<file path="config.mk">
export PLATFORM = sky130hd
export DESIGN_NAME = mult_ctrl_flat
export DESIGN_NICKNAME = d
export VERILOG_FILES = /design/src/rtl/mult_ctrl_pkg.sv /design/src/rtl/mult_ctrl_if.sv /design/src/rtl/iter_counter.sv /design/src/rtl/mult_ctrl.sv /design/src/flat_wrapper.sv
export SDC_FILE = /design/constraint.sdc
export NUM_CORES = 1
export LEC_CHECK = 0
export CAP_MARGIN = 10
export CELL_PAD_IN_SITES_DETAIL_PLACEMENT = 1
export CELL_PAD_IN_SITES_GLOBAL_PLACEMENT = 1
export CORE_AREA = 2 2 40 42
export DETAILED_ROUTE_END_ITERATION = 10
export DIE_AREA = 0 0 42 44
export PLACE_DENSITY = 0.74
export SETUP_SLACK_MARGIN = 0.3
export SYNTH_ARGS = -nofsm -noshare
export SYNTH_HDL_FRONTEND = slang
export SYNTH_SLANG_ARGS = --single-unit
</file>
<file path="constraint.sdc">
create_clock -name clk -period 1.5 [get_ports clk]
set_clock_uncertainty 0.05 [all_clocks]
set_input_delay 0.375 -clock clk [delete_from_list [all_inputs] [get_ports clk]]
set_output_delay 0.375 -clock clk [all_outputs]
set_load 0.01 [all_outputs]
</file>
<file path="src/rtl/mult_ctrl_pkg.sv">
// Shared types for the shift-add multiplier controller.
package mult_ctrl_pkg;

    localparam int unsigned NumStates = 5;
    localparam int unsigned StateW    = $clog2(NumStates);

    typedef enum logic [StateW-1:0] {
        StIdle  = 3'd0,
        StInit  = 3'd1,
        StAdd   = 3'd2,
        StShift = 3'd3,
        StDone  = 3'd4
    } state_t;

endpackage

</file>
<file path="src/rtl/mult_ctrl_if.sv">
// Strobe/feedback bundle between the multiplier controller (master) and its datapath (slave).
interface mult_ctrl_if;

    logic start;
    logic b_lsb;
    logic ld_a;
    logic ld_b;
    logic clr_p;
    logic ld_p;
    logic shift;
    logic busy;
    logic done;

    modport master (
        input  start,
        input  b_lsb,
        output ld_a,
        output ld_b,
        output clr_p,
        output ld_p,
        output shift,
        output busy,
        output done
    );

    modport slave (
        output start,
        output b_lsb,
        input  ld_a,
        input  ld_b,
        input  clr_p,
        input  ld_p,
        input  shift,
        input  busy,
        input  done
    );

endinterface

</file>
<file path="src/rtl/iter_counter.sv">
// Iteration counter for the multiplier controller; flags the final iteration.
module iter_counter #(
    parameter int unsigned N  = 8,
    parameter int unsigned CW = $clog2(N)
) (
    input  logic          clk,
    input  logic          clear,
    input  logic          init,
    input  logic          inc,
    output logic [CW-1:0] count,
    output logic          last
);

    logic [CW-1:0] r_count;

    always_ff @(posedge clk) begin
        if (clear || init) begin
            r_count <= '0;
        end else if (inc) begin
            r_count <= r_count + CW'(1);
        end
    end

    assign count = r_count;
    assign last  = (r_count == CW'(N - 1));

endmodule

</file>
<file path="src/rtl/mult_ctrl.sv">
// Control FSM for an N-bit sequential shift-add multiplier: INIT, N x (ADD, SHIFT), DONE.
module mult_ctrl
    import mult_ctrl_pkg::*;
#(
    parameter int unsigned N = 8
) (
    input  logic       clk,
    input  logic       clear,
    mult_ctrl_if.master bus
);

    localparam int unsigned CW = $clog2(N);

    state_t        r_state;
    logic          r_init;
    logic          r_shift;
    logic          r_busy;
    logic          r_done;
    logic          w_init;
    logic          w_inc;
    logic          w_last;
    logic [CW-1:0] w_count;

    assign w_init = (r_state == StInit);
    assign w_inc  = (r_state == StShift) && !w_last;

    iter_counter #(
        .N  (N),
        .CW (CW)
    ) u_iter_counter (
        .clk   (clk),
        .clear (clear),
        .init  (w_init),
        .inc   (w_inc),
        .count (w_count),
        .last  (w_last)
    );

    // Moore outputs are registered alongside the state so they line up with it.
    always_ff @(posedge clk) begin
        if (clear) begin
            r_state <= StIdle;
            r_init  <= 1'b0;
            r_shift <= 1'b0;
            r_busy  <= 1'b0;
            r_done  <= 1'b0;
        end else begin
            r_init  <= 1'b0;
            r_shift <= 1'b0;
            r_done  <= 1'b0;
            unique case (r_state)
                StIdle: begin
                    if (bus.start) begin
                        r_state <= StInit;
                        r_init  <= 1'b1;
                        r_busy  <= 1'b1;
                    end
                end
                StInit: r_state <= StAdd;
                StAdd: begin
                    r_state <= StShift;
                    r_shift <= 1'b1;
                end
                StShift: begin
                    if (w_last) begin
                        r_state <= StDone;
                        r_done  <= 1'b1;
                    end else begin
                        r_state <= StAdd;
                    end
                end
                StDone: begin
                    r_state <= StIdle;
                    r_busy  <= 1'b0;
                end
                default: begin
                    r_state <= StIdle;
                    r_busy  <= 1'b0;
                end
            endcase
        end
    end

    assign bus.ld_a  = r_init;
    assign bus.ld_b  = r_init;
    assign bus.clr_p = r_init;
    assign bus.ld_p  = (r_state == StAdd) & bus.b_lsb;
    assign bus.shift = r_shift;
    assign bus.busy  = r_busy;
    assign bus.done  = r_done;

    // DONE is only reachable once the counter has reached its final value.
    always_ff @(posedge clk) begin
        if (!clear && r_state == StDone) begin
            assert (w_count == CW'(N - 1));
        end
    end

endmodule
</file>
<file path="src/flat_wrapper.sv">
// flat-port wrapper written by rule: the top's interface ports become plain ports
module mult_ctrl_flat import mult_ctrl_pkg::*;
#(
    parameter int unsigned N = 8
)
  (clk, clear, bus_start, bus_b_lsb, bus_ld_a, bus_ld_b, bus_clr_p, bus_ld_p, bus_shift, bus_busy, bus_done);
  mult_ctrl_if bus_i ();
  input  logic clk;
  input  logic clear;
  input wire logic [$bits(bus_i.start)-1:0] bus_start;
  input wire logic [$bits(bus_i.b_lsb)-1:0] bus_b_lsb;
  output wire logic [$bits(bus_i.ld_a)-1:0] bus_ld_a;
  output wire logic [$bits(bus_i.ld_b)-1:0] bus_ld_b;
  output wire logic [$bits(bus_i.clr_p)-1:0] bus_clr_p;
  output wire logic [$bits(bus_i.ld_p)-1:0] bus_ld_p;
  output wire logic [$bits(bus_i.shift)-1:0] bus_shift;
  output wire logic [$bits(bus_i.busy)-1:0] bus_busy;
  output wire logic [$bits(bus_i.done)-1:0] bus_done;
  assign bus_i.start = bus_start;
  assign bus_i.b_lsb = bus_b_lsb;
  assign bus_ld_a = bus_i.ld_a;
  assign bus_ld_b = bus_i.ld_b;
  assign bus_clr_p = bus_i.clr_p;
  assign bus_ld_p = bus_i.ld_p;
  assign bus_shift = bus_i.shift;
  assign bus_busy = bus_i.busy;
  assign bus_done = bus_i.done;
  mult_ctrl #(.N(N)) u_core (.clk(clk), .clear(clear), .bus(bus_i));
endmodule
</file>
# Word level (Yosys, flattened, before mapping)
# Index checks and enable logic that the tools add are counted.
# totals
inputBits	4
out_inout_bits	7
register_bits	10
# op_classes
muxes	8
bitwise	4
eq_ne	5
addsub	1
n_reduce_logical	8
# op_table
operator	count
one-hot mux 3 bit (4 select lines)	1
equality test 3 x 2 -> 1 bit, second input constant	2
two-way mux 3 bit	2
two-way mux 1 bit	4
OR reduction 2 bit	2
adder 3 x 1 -> 3 bit, second input constant	1
equality test 3 x 1 -> 1 bit, second input constant	1
equality test 3 bit, second input constant	1
zero test 3 bit	1
NOT 1 bit	3
OR reduction 3 bit	1
!= test 2 bit, second input constant	1
one-hot mux 1 bit (2 select lines)	1
AND reduction 2 bit	1
bitwise AND 1 bit	1
logical AND 1 bit	1
zero test 1 bit	1
logical OR 1 bit	1

# Depth between registers and ports, before layout
# Gate-level depths: netlist of run 1.
# depth
ltp_word	4
mapped_depth	5
ltp_nobuf	5

# Cells and area by module
# Synthesis of run 1 repeated with hierarchy kept, for this count alone.
# hier_totals
hier_cells	37
hier_area_um2	406.6
# by_module_without_submodules
mod	area_per_inst_um2	instances	cells_per_inst
mult_ctrl	272.8	1	26
iter_counter	133.9	1	11

# Least setup slack after synthesis of run 1
# No wires, ideal clock.
# synth_timing
kind	reg2reg
start	register u_core.u_iter_counter.r_count[0], in the netlist u_core.u_iter_counter.count[0]
end	register u_core.u_iter_counter.r_count[1], in the netlist u_core.u_iter_counter.count[1]
t_arrival_ns	1.234
path_slack_ns	0.102
setup_ns	0.114
path_buffers	0
path_stages_with_launch	6
cell_sequence	dfxtp_1 -> ha_1 -> ha_1 -> and4bb_4 -> mux2i_1 -> nor2_1
# synth_between
elab_chain_cells	3
elab_cells_between_ends	4
# synth_lines
element	line	source
start: declaration	iter_counter.sv:14	logic [CW-1:0] r_count;
start signal: assignment	iter_counter.sv:20	r_count <= r_count + CW'(1);
equality test 3 bit	iter_counter.sv:25	assign last = (r_count == CW'(N - 1));
named net u_core.u_iter_counter.last	iter_counter.sv:11	output logic last
zero test 1 bit	mult_ctrl.sv:25	assign w_inc = (r_state == StShift) && !w_last;
logical AND 1 bit	mult_ctrl.sv:25	
# The timed path passes the listed nets, and every way through them passes these cells.
# A chain may end at the register's enable or synchronous reset.

# Worst setup path after layout of run 1
# layout_timing
start	register u_core.r_state[2]
end	output port bus_ld_p
# layout_between
elab_chain_cells	2
# layout_lines
element	line	source
start: declaration	mult_ctrl.sv:14	state_t r_state;
start signal: assignment	mult_ctrl.sv:42	r_state <= StIdle;
start signal: assignment	mult_ctrl.sv:54	r_state <= StInit;
start signal: assignment	mult_ctrl.sv:59	StInit: r_state <= StAdd;
equality test 3 x 2 -> 1 bit	mult_ctrl.sv:87	assign bus.ld_p = (r_state == StAdd) & bus.b_lsb;
bitwise AND 1 bit	mult_ctrl.sv:87	
end: declaration	flat_wrapper.sv:15	output wire logic [$bits(bus_i.ld_p)-1:0] bus_ld_p;
# No other way between the ends.

==> results of run 1 <==
[sequential cells by signal, indices dropped and copies added, names as in the netlist]
| register | flops |
|---|---|
| u_core.r_state | 3 |
| u_core.bus.shift | 1 |
| u_core.bus.done | 1 |
| u_core.u_iter_counter.count | 3 |
| u_core.bus.busy | 1 |
| u_core.bus.clr_p | 1 |
[final cells by class]
class | count | area (sq um)
clock buffers | 4 | 36.3
fillers | 165 | 828
multi-input cells | 25 | 214
flip-flops and latches | 10 | 205
well taps | 16 | 20.0
repair buffers | 16 | 115
[cell usage in the layout, fill, tap and decap left out]
cell,synthesis,routed
sky130_fd_sc_hd__buf_6,0,1
sky130_fd_sc_hd__dfxtp_2,0,4
sky130_fd_sc_hd__mux2i_1,2,2
sky130_fd_sc_hd__nand2_1,1,1
sky130_fd_sc_hd__ha_4,0,2
sky130_fd_sc_hd__clkdlybuf4s50_1,0,2
sky130_fd_sc_hd__a21o_2,1,1
sky130_fd_sc_hd__and4bb_4,1,1
sky130_fd_sc_hd__nor2_1,10,10
sky130_fd_sc_hd__buf_2,1,6
sky130_fd_sc_hd__nor3_1,1,1
sky130_fd_sc_hd__dfxtp_1,10,6
sky130_fd_sc_hd__clkbuf_4,0,3
sky130_fd_sc_hd__and4bb_2,1,1
sky130_fd_sc_hd__xnor2_2,0,1
sky130_fd_sc_hd__or2_4,0,1
sky130_fd_sc_hd__a21oi_1,1,1
sky130_fd_sc_hd__clkbuf_8,0,1
sky130_fd_sc_hd__nand3_1,1,1
sky130_fd_sc_hd__nor3b_2,0,2
sky130_fd_sc_hd__dlygate4sd2_1,0,1
sky130_fd_sc_hd__buf_4,2,6
[cells by family (layout without fill, tap and decap cells)]
logic type / after synthesis / in the layout / share of synthesized area, %
AOI/OAI and AO/OA: 2 / 2 / 3.54
adders and majority gates: 2 / 2 / 6.43
DFF: 10 / 10 / 51.4
and+or+nand+nor: 18 / 18 / 26.0
muxes: 2 / 2 / 5.14
xor gates and xnor gates: 1 / 1 / 2.25
buffers and inverters: 3 / 20 / 5.14
[worst paths after layout]
path | end | startpoint | cells after the start
setup / recovery | bus_ld_p | u_core.r_state[2] | 2
hold / removal | u_core.bus.busy | u_core.bus.busy | 2
setup reg to reg | u_core.u_iter_counter.count[2] | u_core.u_iter_counter.count[1] | 5
hold reg to reg | u_core.bus.busy | u_core.bus.busy | 2
[layer usage]
| metal | vias up | part of all wire [%] |
|---|---|---|
| met5 | - | 0 |
| met4 | 0 | 0 |
| li1 | 161 | - |
| met3 | 0 | 7.3 |
| met1 | 144 | 38 |
| met2 | 8 | 54 |
[through the flow]
stage | setup WS, ns | cell area, sq um | hold WS (ns) | power [mW]
final | 0.105 | 591 | 0.422 | 0.595
after global routing | 0.0593 | 591 | 0.483 | 0.628
after CTS | 0.0859 | 556 | 0.428 | 0.602
after detailed placement | -0.500 | 539 | 0.416 | 0.363
after global placement | -0.473 | 539 | 0.408 | 0.361
after floorplan | 0.183 | 417 | 0.439 | 0.328
[power breakdown]
| group | switching, mW | internal, mW |
|---|---|---|
| combinational | 0.0339 | 0.0381 |
| sequential | 0.00492 | 0.277 |
| clock | 0.0945 | 0.147 |
| total | 0.133 | 0.462 |
[repair_timing]
action                                  4_1_cts  5_1_grt
endpoints found under the setup margin       10        8
resized for setup                            32        4
pin swaps                                     1        0
setup buffers                                 1        2
[tightest hold or removal path, stage by stage (launching register included)]
cell and delay, ns:
sky130_fd_sc_hd__dfxtp_1 0.33, sky130_fd_sc_hd__a21oi_1 0.04, sky130_fd_sc_hd__nor2_1 0.07
==> metrics.log, run 1 <==
[metrics] outcome: finished, final reports clean
[metrics] Detailed Route Iter0 Violations: 0
[metrics] data required time of the worst path: 1.07 ns
[metrics] most frequent cells after synthesis: sky130_fd_sc_hd__dfxtp_1, sky130_fd_sc_hd__nor2_1
[metrics] hold buffers post-CTS: 0
[metrics] count of inserted antenna diode cells: 0
[metrics] YS warnings: 0
[metrics] Crit path largest cell delay: 0.32 ns
[metrics] Total Wirelength: 725 um
[metrics] number of buffers inserted during clock tree synthesis: 3
[metrics] final hold violations: 0
[metrics] Syn Inst Count: 38
[metrics] fraction of met1 tracks used by global routing: 9.60%
[metrics] height of the die: 44 um
[metrics] I/O pins: 11
[metrics] global-route track usage on met2: 16.6%
[metrics] final period utilization: 93.0%
[metrics] first-pass GRT wire length: 1280 um
[metrics] measured slew at the worst slew-check pin: 0.233 ns
[metrics] critical path capture point type: output pin
[metrics] IO Port Bufs: 10
[metrics] unrepaired setup endpoints after global routing: true
[metrics] max capacitance violation total: 0
[metrics] worst ir drop on vdd: 0.000428 V
[metrics] buffer type at the clock tree root: sky130_fd_sc_hd__clkbuf_4
[metrics] count of nets after finishing: 62
[metrics] proportion of layout cells with a drive suffix above 1: 54.5%
[metrics] horizontal die dimension: 42 um
[metrics] area growth from synthesis to layout: 51.8%
[metrics] vias in the first global route: 324
[metrics] kind of start point of the critical path: flop
[metrics] synthesized net count: 44
[metrics] reg-to-reg setup timing slack: 0.13 ns
[metrics] Netlist Area Pre-Place: 389 sq um
[metrics] largest net degree at the start of global routing: 8
[metrics] worst path arrival time: 0.97 ns
[metrics] Min Clock Period, post-route: 1.40 ns
[metrics] part of the Yosys area used for sequential elements: 51.4%
[metrics] standard-cell rows: 14
[metrics] Starting Density: 27.4%
[metrics] type of the worst setup path: reg2out
[metrics] cell type group with the largest total delay on the critical path: flip-flops
[metrics] unique cell type count in the Yosys netlist: 16
[metrics] initial antenna violation count: 0
[metrics] placeable core region: 1420 sq um
[metrics] number of synthesized flops with an enable pin: 0
[metrics] critical path fanouts, max: 2
[metrics] critical path, cell by cell: and4bb_2 > buf_6
[metrics] met3 Usage GRT: 3.75%
[metrics] maximum clock path buffer count: 2
[metrics] post-detailed-placement half-perimeter wirelength: 532 um
[metrics] number of slew-limit violations in the final report: 0
[metrics] classification of the worst-slack hold path: reg2reg
[metrics] final antenna-violating net count: 0
[metrics] placer congestion estimate: 0.594
[metrics] clock tree from TritonCTS: built
[metrics] total number of clock tree sinks: 10
[metrics] headroom to the max-slew limit: 84.4%
[metrics] final sum of negative setup slack: 0 ns
[metrics] layer with the highest usage: met2
[metrics] highest clock frequency the design can meet: 717 MHz
[metrics] cell with the biggest individual delay on the critical path: sky130_fd_sc_hd__dfxtp_2
[metrics] ratio of routed vias to standard cells: 4.41
[metrics] final core utilization: 41.6%
[metrics] clock-pin transition on the worst setup and hold timing paths: 0.07 ns
[metrics] total buffers and inverters traversed by the critical path: 1
[metrics] Static Leakage: 0.256 nW
[metrics] proportion of netlist area held by the largest area contributor: 51.4%
[metrics] mean area per synthesized cell: 10.2 sq um
[metrics] total grt overflow: 0
[metrics] Die Area: 1850 sq um
[metrics] number of remaining DRC errors: 0
[metrics] global router's overall resource usage: 9.51%
[metrics] power per cell area: 1010 nW/um^2
[metrics] insertion delay to the later sink of the worst-skew pair: 0.26 ns
[metrics] number of iterations in the first detailed-routing pass: 1
[metrics] number of setup violations in the final report: 0
[metrics] Avg WL per Cell: 10.2 um
[metrics] dominant register cell in the synthesized netlist: sky130_fd_sc_hd__dfxtp_1
[metrics] cell taking the most area after synthesis: sky130_fd_sc_hd__dfxtp_1
[metrics] final cell count without fillers: 71
[metrics] number of placed instances with taps included: 64
[metrics] CTS H-tree lvls: 1
[metrics] leading cell types by total area after synthesis: sky130_fd_sc_hd__dfxtp_1, sky130_fd_sc_hd__nor2_1, sky130_fd_sc_hd__ha_1, sky130_fd_sc_hd__mux2i_1, sky130_fd_sc_hd__and4bb_4
[metrics] FFs w/ async S/R, synth: 0%
[metrics] via count: 313
[metrics] number of synthesized register bits: 10
(Power assumes the default switching activity.)
==> run 2: changes to the inputs <==
--- a/config.mk
+++ b/config.mk
@@ -8,10 +8,11 @@
 export CAP_MARGIN = 10
 export CELL_PAD_IN_SITES_DETAIL_PLACEMENT = 1
 export CELL_PAD_IN_SITES_GLOBAL_PLACEMENT = 1
-export CORE_AREA = 2 2 40 42
+export CORE_AREA = 2 2 43 45
 export DETAILED_ROUTE_END_ITERATION = 10
-export DIE_AREA = 0 0 42 44
-export PLACE_DENSITY = 0.74
+export DIE_AREA = 0 0 45 47
+export PLACE_DENSITY = 0.66
+export REMOVE_ABC_BUFFERS = 1
 export SETUP_SLACK_MARGIN = 0.3
 export SYNTH_ARGS = -nofsm -noshare
 export SYNTH_HDL_FRONTEND = slang
==> metrics.log, run 2 (synthesis gave the netlist of run 1 again) <==
[metrics] hold path start: u_core.bus.busy
[metrics] max capacitance violation total: 0
[metrics] highest clock frequency the design can meet: 717 MHz
[metrics] clock tree from TritonCTS: built
[metrics] buffer type at the clock tree root: sky130_fd_sc_hd__clkbuf_4
[metrics] type of the worst setup path: reg2out
[metrics] classification of the worst-slack hold path: reg2reg
[metrics] number of iterations in the first detailed-routing pass: 2
[metrics] placed standard-cell area: 513 sq um
[metrics] number of slew-limit violations in the final report: 0
[metrics] maximum clock path buffer count: 2
[metrics] worst path arrival time: 0.97 ns
[metrics] number of remaining DRC errors: 0
[metrics] area of all placed cells without fillers: 566 sq um
[metrics] Total Wirelength: 758 um
[metrics] headroom to the max-slew limit: 86.9%
[metrics] Avg WL per Cell: 10.8 um
[metrics] first-pass GRT wire length: 1330 um
[metrics] vias in the first global route: 304
[metrics] power per cell area: 1050 nW/um^2
[metrics] final period utilization: 93.0%
[metrics] unrepaired setup endpoints after global routing: true
[metrics] Sequential Power Share: 47.3%
[metrics] number of setup violations in the final report: 0
[metrics] critical path fanouts, max: 2
[metrics] Worst Reg-to-Reg Cells: 5
[metrics] reported net switching power: 0.135 mW
[metrics] placeable core region: 1650 sq um
[metrics] internal power: 0.461 mW
[metrics] hold buffers post-CTS: 0
[metrics] IO Port Bufs: 10
[metrics] area growth from synthesis to layout: 45.3%
[metrics] CTS H-tree lvls: 1
[metrics] final hold violations: 0
[metrics] total grt overflow: 0
[metrics] insertion delay to the later sink of the worst-skew pair: 0.27 ns
[metrics] share of total power consumed by net switching: 22.6%
[metrics] final core utilization: 34.2%
[metrics] worst ir drop on vdd: 0.000774 V
[metrics] outcome: finished, final reports clean
[metrics] Die Area: 2120 sq um
[metrics] global router's overall resource usage: 9.43%
[metrics] largest net degree at the start of global routing: 8
[metrics] proportion of layout cells with a drive suffix above 1: 47.2%
[metrics] count of nets after finishing: 60
[metrics] critical path capture point type: output pin
[metrics] FF-to-FF End: u_core.u_iter_counter.count[2]
[metrics] count of inserted antenna diode cells: 0
[metrics] FF-to-FF Start: u_core.u_iter_counter.count[1]
[metrics] ratio of routed vias to standard cells: 4.41
[metrics] commonest non-fill, non-tap cell in the layout: sky130_fd_sc_hd__nor2_1
[metrics] Min Clock Period, post-route: 1.40 ns
[metrics] Starting Density: 23.6%
[metrics] standard-cell rows: 15
[metrics] data required time of the worst path: 1.07 ns
[metrics] reg-to-reg setup timing slack: 0.12 ns
[metrics] worst hold path stage count: 2
[metrics] horizontal die dimension: 45 um
[metrics] I/O pins: 11
[metrics] kind of start point of the critical path: flop
[metrics] final sum of negative setup slack: 0 ns
[metrics] final antenna-violating net count: 0
[metrics] height of the die: 47 um
[metrics] clock network power share: 41.1%
[metrics] via count: 309
[metrics] commonest cells after routing, fill and taps aside: sky130_fd_sc_hd__nor2_1, sky130_fd_sc_hd__dfxtp_1, sky130_fd_sc_hd__buf_2
[metrics] number of filler cells placed in the layout: 192
[metrics] total number of clock tree sinks: 10
[metrics] post-detailed-placement half-perimeter wirelength: 560 um
[metrics] number of buffers inserted during clock tree synthesis: 3
[metrics] measured slew at the worst slew-check pin: 0.195 ns
[metrics] initial antenna violation count: 0
[metrics] clock-pin transition on the worst setup and hold timing paths: 0.07 ns
[metrics] Static Leakage: 0.241 nW
[metrics] placer congestion estimate: 0.644
[metrics] Detailed Route Iter0 Violations: 2
[metrics] terminating pin of the worst hold path: u_core.bus.busy
[metrics] share of power burned in combinational logic: 11.6%
-- run 2: cell types whose count changed in the layout (fill, tap and decap cells not counted) --
cell / delta
sky130_fd_sc_hd__buf_4: -2
sky130_fd_sc_hd__nor3b_2: -2
sky130_fd_sc_hd__dfxtp_2: -1
sky130_fd_sc_hd__nor3b_1: +2
sky130_fd_sc_hd__dfxtp_1: +1
-- run 2: worst max-delay path, stage by stage (launching register included) --
cell and delay (ns):
sky130_fd_sc_hd__dfxtp_1 0.31, sky130_fd_sc_hd__and4bb_2 0.29, sky130_fd_sc_hd__buf_6 0.10
-- run 2: per-stage QoR --
stage	total power [mW]	cells	hold WS [ns]	worst slack, ns
2_1_floorplan	0.321	35	0.415	0.102
3_5_place_dp	0.363	65	0.421	-0.483
6_report	0.596	70	0.420	0.105
3_3_place_gp	0.361	65	0.408	-0.474
4_1_cts	0.606	70	0.433	0.0903
5_1_grt	0.631	70	0.469	0.0429
-- run 2: how the worst max path moves through the flow --
stage	to	start	depth (start not counted)
final	bus_ld_p	u_core.r_state[2]	2
after global routing	u_core.u_iter_counter.count[2]	u_core.u_iter_counter.count[0]	5
after CTS	bus_ld_p	u_core.r_state[2]	2
after detailed placement	bus_ld_p	bus_b_lsb	3
after global placement	bus_ld_p	bus_b_lsb	3
after floorplan	u_core.u_iter_counter.count[1]	u_core.u_iter_counter.count[0]	5
-- run 2: repair_timing --
item / CTS / global route
pin swaps: 1 / 0
setup endpoints to repair: 10 / 6
setup buffers: 1 / 0
resized for setup: 38 / 1
-- run 2: layout make-up --
cell class | count | area (sq um) | area share [%]
clock buffers | 4 | 36.3 | 6.42
flip-flops and latches | 10 | 204 | 36.1
multi-input cells | 25 | 204 | 36.1
well taps | 17 | 21.3 | 3.76
repair buffers | 14 | 100 | 17.7
-- run 2: power groups by stage --
stage	sequential [mW]	combinational, mW	clock, mW
final	0.282	0.0689	0.245
after global routing	0.283	0.0774	0.270
after CTS	0.282	0.0688	0.254
after detailed placement	0.288	0.0745	0
after global placement	0.288	0.0731	0
after floorplan	0.296	0.0251	0
-- run 2: layer usage --
metal / up-vias / wire length (um) / part of all wire (%) / track usage, %
met5: - / 0 / 0 / 0
met3: 2 / 65 / 8.6 / 5.77
met1: 141 / 298 / 39 / 9.98
met2: 9 / 380 / 50 / 15.4
li1: 157 / - / - / -
met4: 0 / 14 / 1.8 / 3.53
